===== src/rtl/peripheral_bus_master_pkg.sv =====
// Shared definitions for the peripheral bus initiator: FSM encoding, bus widths
// and the value returned when no responder supplies read data.
package peripheral_bus_master_pkg;

  typedef enum logic [1:0] {
    IDLE   = 2'd0,
    ACCESS = 2'd1,
    RESP   = 2'd2
  } pb_state_e;

  localparam int          PB_ADDR_W        = 24;
  localparam int          PB_DATA_W        = 32;
  localparam int          PB_SEL_W         = 4;
  localparam logic [31:0] BUS_DEFAULT_READ = 32'hFFFF_FFFF;

  // Upper address byte selects the peripheral window.
  function automatic logic window_hit(input logic [31:0] adr, input logic [7:0] high);
    return adr[31:24] == high;
  endfunction

endpackage


===== src/rtl/peripheral_bus_timeout.sv =====
// Busy-stall counter for the peripheral bus initiator: clears on demand, counts
// enabled cycles, saturates, and flags when the stall limit is reached.
module peripheral_bus_timeout #(
  parameter int TIMEOUT_CYCLES = 256
) (
  input  logic clk,
  input  logic rst,
  input  logic clear,
  input  logic enable,
  output logic expired
);

  localparam int CNT_W = $clog2(TIMEOUT_CYCLES) + 1;

  logic [CNT_W-1:0] count_q;

  always_ff @(posedge clk or negedge rst) begin
    if (!rst) begin
      count_q <= '0;
    end else if (clear) begin
      count_q <= '0;
    end else if (enable && (count_q != '1)) begin
      count_q <= count_q + 1'b1;
    end
  end

  // Raised during the last permitted stall cycle so the FSM leaves ACCESS on
  // exactly the TIMEOUT_CYCLES-th busy cycle.
  assign expired = (count_q >= CNT_W'(TIMEOUT_CYCLES - 1));

endmodule


===== src/rtl/peripheral_bus_master.sv =====
// Wishbone classic slave to peripheral bus initiator; one access in flight.
// Optional busy-stall timeout and unclaimed-read error: PERIPHERAL_BUS_TIMEOUT_EN.
module peripheral_bus_master
  import peripheral_bus_master_pkg::*;
#(
  parameter logic [7:0] ADDRESS_HIGH   = 8'h13,
  parameter int         TIMEOUT_CYCLES = 256
) (
  input  logic                 clk,
  input  logic                 rst,
  input  logic                 wb_cyc_i,
  input  logic                 wb_stb_i,
  input  logic                 wb_we_i,
  input  logic [PB_SEL_W-1:0]  wb_sel_i,
  input  logic [31:0]          wb_adr_i,
  input  logic [PB_DATA_W-1:0] wb_dat_i,
  output logic                 wb_ack_o,
  output logic                 wb_err_o,
  output logic [PB_DATA_W-1:0] wb_dat_o,
  output logic                 peripheralBus_we,
  output logic                 peripheralBus_oe,
  input  logic                 peripheralBus_busy,
  output logic [PB_ADDR_W-1:0] peripheralBus_address,
  output logic [PB_SEL_W-1:0]  peripheralBus_byteSelect,
  output logic [PB_DATA_W-1:0] peripheralBus_dataWrite,
  input  logic [PB_DATA_W-1:0] peripheralBus_dataRead,
  input  logic                 requestOutput
);

  if (TIMEOUT_CYCLES < 1) begin : g_timeout_range
    $error("TIMEOUT_CYCLES must be at least 1");
  end

  pb_state_e             state_q, state_d;
  logic [PB_ADDR_W-1:0]  adr_q;
  logic [PB_SEL_W-1:0]   sel_q;
  logic [PB_DATA_W-1:0]  wdat_q;
  logic                  we_q;
  logic                  err_q;
  logic                  req_hit;
  logic                  in_access;
  logic                  timed_out;
  logic                  claim_err;

  function automatic logic [PB_DATA_W-1:0] resolve_read(input logic claimed,
                                                        input logic [PB_DATA_W-1:0] data);
    return claimed ? data : BUS_DEFAULT_READ;
  endfunction

  assign req_hit   = wb_cyc_i & wb_stb_i & window_hit(wb_adr_i, ADDRESS_HIGH);
  assign in_access = (state_q == ACCESS);

`ifdef PERIPHERAL_BUS_TIMEOUT_EN
  logic stall_expired;

  peripheral_bus_timeout #(
    .TIMEOUT_CYCLES(TIMEOUT_CYCLES)
  ) u_timeout (
    .clk    (clk),
    .rst    (rst),
    .clear  (!in_access),
    .enable (in_access & peripheralBus_busy),
    .expired(stall_expired)
  );

  assign timed_out = stall_expired & peripheralBus_busy;
  assign claim_err = ~we_q & ~requestOutput;
`else
  assign timed_out = 1'b0;
  assign claim_err = 1'b0;
`endif

  always_ff @(posedge clk or negedge rst) begin
    if (!rst) begin
      state_q <= IDLE;
    end else begin
      state_q <= state_d;
    end
  end

  always_comb begin
    state_d = state_q;
    case (state_q)
      IDLE: begin
        if (req_hit) state_d = ACCESS;
      end
      ACCESS: begin
        // A dropped cycle abandons the access silently.
        if (!wb_cyc_i)               state_d = IDLE;
        else if (!peripheralBus_busy) state_d = RESP;
        else if (timed_out)           state_d = RESP;
      end
      RESP:    state_d = IDLE;
      default: state_d = IDLE;
    endcase
  end

  // Request capture and response data.
  always_ff @(posedge clk or negedge rst) begin
    if (!rst) begin
      adr_q    <= '0;
      sel_q    <= '0;
      wdat_q   <= '0;
      we_q     <= 1'b0;
      err_q    <= 1'b0;
      wb_dat_o <= '0;
    end else begin
      if ((state_q == IDLE) && req_hit) begin
        adr_q  <= wb_adr_i[PB_ADDR_W-1:0];
        sel_q  <= wb_sel_i;
        wdat_q <= wb_dat_i;
        we_q   <= wb_we_i;
      end
      if (in_access && wb_cyc_i) begin
        if (!peripheralBus_busy) begin
          err_q <= claim_err;
          if (!we_q) wb_dat_o <= resolve_read(requestOutput, peripheralBus_dataRead);
        end else if (timed_out) begin
          err_q    <= 1'b1;
          wb_dat_o <= BUS_DEFAULT_READ;
        end
      end
    end
  end

  assign peripheralBus_we         = in_access & we_q;
  assign peripheralBus_oe         = in_access & ~we_q;
  assign peripheralBus_address    = adr_q;
  assign peripheralBus_byteSelect = sel_q;
  assign peripheralBus_dataWrite  = wdat_q;
  assign wb_ack_o                 = (state_q == RESP) & ~err_q;
  assign wb_err_o                 = (state_q == RESP) & err_q;

endmodule


===== config.mk =====
export PLATFORM = sky130hd
export DESIGN_NAME = peripheral_bus_master
export DESIGN_NICKNAME = d
export VERILOG_FILES = /design/src/rtl/peripheral_bus_master_pkg.sv /design/src/rtl/peripheral_bus_timeout.sv /design/src/rtl/peripheral_bus_master.sv
export SDC_FILE = /design/constraint.sdc
export NUM_CORES = 1
export LEC_CHECK = 0
export ABC_AREA = 1
export BUFFER_PORTS_ARGS = -buffer_cell sky130_fd_sc_hd__buf_2
export CAP_MARGIN = 10
export CORE_AREA = 2 2 98 100
export DETAILED_ROUTE_END_ITERATION = 7
export DIE_AREA = 0 0 100 102
export PLACE_DENSITY = 0.79
export SYNTH_ARGS = -nofsm -noshare
export SYNTH_HDL_FRONTEND = slang
export SYNTH_SLANG_ARGS = --single-unit

===== constraint.sdc =====
create_clock -name clk -period 1.6 [get_ports clk]
set_input_delay 0.08 -clock clk [delete_from_list [all_inputs] [get_ports clk]]
set_output_delay 0.08 -clock clk [all_outputs]
set_load 0.01 [all_outputs]

==> impl_metrics.ini <==
[synth]
synthTopCellsByArea = dfrtp_1, nand2_1, nand3_1
synth_top_cell_by_area = dfrtp_1
synth.distinct_cells = 23
synth_fp_nets = 546
synthCells = 439
yosysWarnings = 0
synth_area_per_cell_um2 = 9.36
synth_top_area_share = 0.579
seq_area_frac_synth = 0.579
ys_seq_elements = 95
syn_area_um2 = 4110

[layout]
finalNetCount = 833
syn2layout_area_growth_pct = 53.5
diodes = 0
drive_gt1_frac = 0.365
final_common_cell = buf_2
post-route-util = 0.692
final_cell_mix = buf_2, nand2_1, dfrtp_1

[critical_path]
worst_path_most_repeated_cell = nand2_1
path_cells = inv_1, nand2_1, nor2_2, nand3_4, buf_12, nand2_1, nand2_1
path_delay_family = simple AND/OR/NAND/NOR gates
crit_arrival_ns = 1.67
rrSetupSlack_ns = 0.15
regToRegEndpoint = peripheralBus_dataWrite[1]$_DFFE_PN0P_
reg2regPathDepth = 7
crit_path_top_delay_cell = dfrtp_1
critPathLaunchType = flop
worstPathMaxFanout = 20
end_kind = flop
path_buf_inv = 2
regToRegStartpoint = state_q[1]$_DFFE_PN0P_
cpPeakStageDelay_ns = 0.40
critical_path_class = reg2reg
cp.required_ns = 1.83

[floorplan]
dieArea_um2 = 10200
die_w_um = 100
io_pins = 203
die_y_um = 102
num_rows = 35
initial_core_util = 0.451
core_um2 = 9110

[cts]
clockRootBuffer = clkbuf_8
clk_pin_slew_ns = 0.09
cts-root-to-sink-buffers = 2
cts_made_buffers = 9
cts_sinks = 95
tritoncts = done
clkLatencyLatePin_ns = 0.35
htreeDepth = 3
cts_resized = 0

[drt]
routed_wl_um = 12200
drt-pass1-iter-count = 4
vias = 4082
post_drt_wl_per_cell_um = 14.4
ant_nets = 0
viasPerCell = 4.85
first_iter_violations = 127
drc = 0

[timing]
rsz0062_at_grt = false
setup_violations = 0
fin_setup_tns_ns = 0
min_period_ns = 1.45
fmax_mhz = 690
hold_viol = 0
post-route-period-util = 0.906
drv_slew = 0
skew_ns = 0.0125

[power_and_ir_drop]
leakagePower_nw = 3.68
ir_worst_vdd_uv = 409
power_density_nw_per_um2 = 781

[place]
dp_hpwl_um = 7440
port_buffers = 201
place_congestion = 0.830

[grt]
overflow = 0
grt_max_degree = 65
grt_pass1_vias = 4105
antenna_found_initial = 0
grt_pass1_wl_um = 19000
grt_util_all_layers = 0.234

[min_path]
hp-class = in2reg
hold_path_depth = 3
holdPathEnd = wb_dat_o[8]$_DFFE_PN0P_
worstHoldStart = peripheralBus_dataRead[8]

[outcome]
status = complete, no violations

[flow_run]
cap_viol_max_count = 0
how the worst max path moves through the flow:
stage	endpoint	slack, ns	cells past startpoint	startpoint
2_1_floorplan	wb_dat_o[0]$_DFFE_PN0P_	0.42	7	state_q[1]$_DFFE_PN0P_
3_3_place_gp	peripheralBus_address[2]$_DFFE_PN0P_	0.27	7	state_q[1]$_DFFE_PN0P_
3_5_place_dp	peripheralBus_byteSelect[2]$_DFFE_PN0P_	0.20	7	state_q[1]$_DFFE_PN0P_
4_1_cts	peripheralBus_dataWrite[1]$_DFFE_PN0P_	0.18	7	state_q[1]$_DFFE_PN0P_
5_1_grt	peripheralBus_dataWrite[16]$_DFFE_PN0P_	0.05	7	state_q[1]$_DFFE_PN0P_
6_report	peripheralBus_dataWrite[1]$_DFFE_PN0P_	0.15	7	state_q[1]$_DFFE_PN0P_
timing repair:
| action | in CTS | in global routing |
|---|---|---|
| endpoints found under the setup margin | 0 | 0 |
| hold buffers | 91 | 2 |
| hold endpoints to repair | 120 | 2 |
| setup buffers | 0 | 0 |
logic make-up after synthesis:
logic type	synth area share
compound gates	0.0676
buf+inv	0.0719
other cells	0.000913
simple gates	0.281
flops	0.579
Yosys cell counts:
cell type	n
nand2_1	161
dfrtp_1	95
nand3_1	61
nor2_1	38
o21ai_2	30
buf_6	16
inv_1	10
buf_2	6
clkbuf_1	3
nand2_2	3
buf_4	2
nor2_4	2
o21ai_1	2
clkbuf_8	1
clkinv_1	1
conb_1	1
inv_2	1
nand2_4	1
nand3_4	1
nor2_2	1
nor2_8	1
nor3_1	1
o21ai_0	1
sequential cells by signal, indices dropped and copies added, names as in the netlist:
| register | count |
|---|---|
| peripheralBus_dataWrite | 32 |
| wb_dat_o | 32 |
| peripheralBus_address | 24 |
| peripheralBus_byteSelect | 4 |
| state_q | 2 |
| we_q | 1 |
where the power goes:
group	leakage, nW	total [W]	internal [W]	switching (W)
Clock	0.114	0.00179	0.000935	0.000851
Combinational	2.25	0.000634	0.000343	0.000291
Sequential	1.32	0.00250	0.00246	0.0000363
through the flow:
step | cells | cell area [µm²] | setup WS, ns | hold WS (ns) | power (W)
6_report | 842 | 6300 | 0.151 | 0.00901 | 0.00492
5_1_grt | 842 | 6300 | 0.0474 | 0.00287 | 0.00515
4_1_cts | 840 | 6280 | 0.177 | 0.000231 | 0.00497
3_3_place_gp | 733 | 5140 | 0.267 | 0.0449 | 0.00298
3_5_place_dp | 733 | 5140 | 0.204 | 0.0490 | 0.00299
2_1_floorplan | 439 | 4110 | 0.425 | -0.216 | 0.00271
area by class of cell:
class	count	area, µm²
multi-input cells	304	1440
flip-flops and latches	95	2380
repair buffers	304	2080
clock buffers	10	138
fillers	648	2810
well taps	111	139
inverters	12	45.0
clock inverters	6	92.6
layer usage:
| metal | GRT usage | vias to the layer above | wire, µm |
|---|---|---|---|
| met1 | 0.278 | 1943 | 4800 |
| met3 | 0.0417 | 32 | 542 |
| met5 | 0 | - | 0 |
| met2 | 0.417 | 151 | 6440 |
| met4 | 0.106 | 0 | 367 |
| li1 | - | 1956 | - |
worst register-to-register path, cell delays in order, from the launching register on:
cell and delay [ns]:
dfrtp_1 0.40, inv_1 0.10, nand2_1 0.08, nor2_2 0.13
nand3_4 0.23, buf_12 0.25, nand2_1 0.07, nand2_1 0.07
Note: power is estimated with default switching activity, not from simulation.
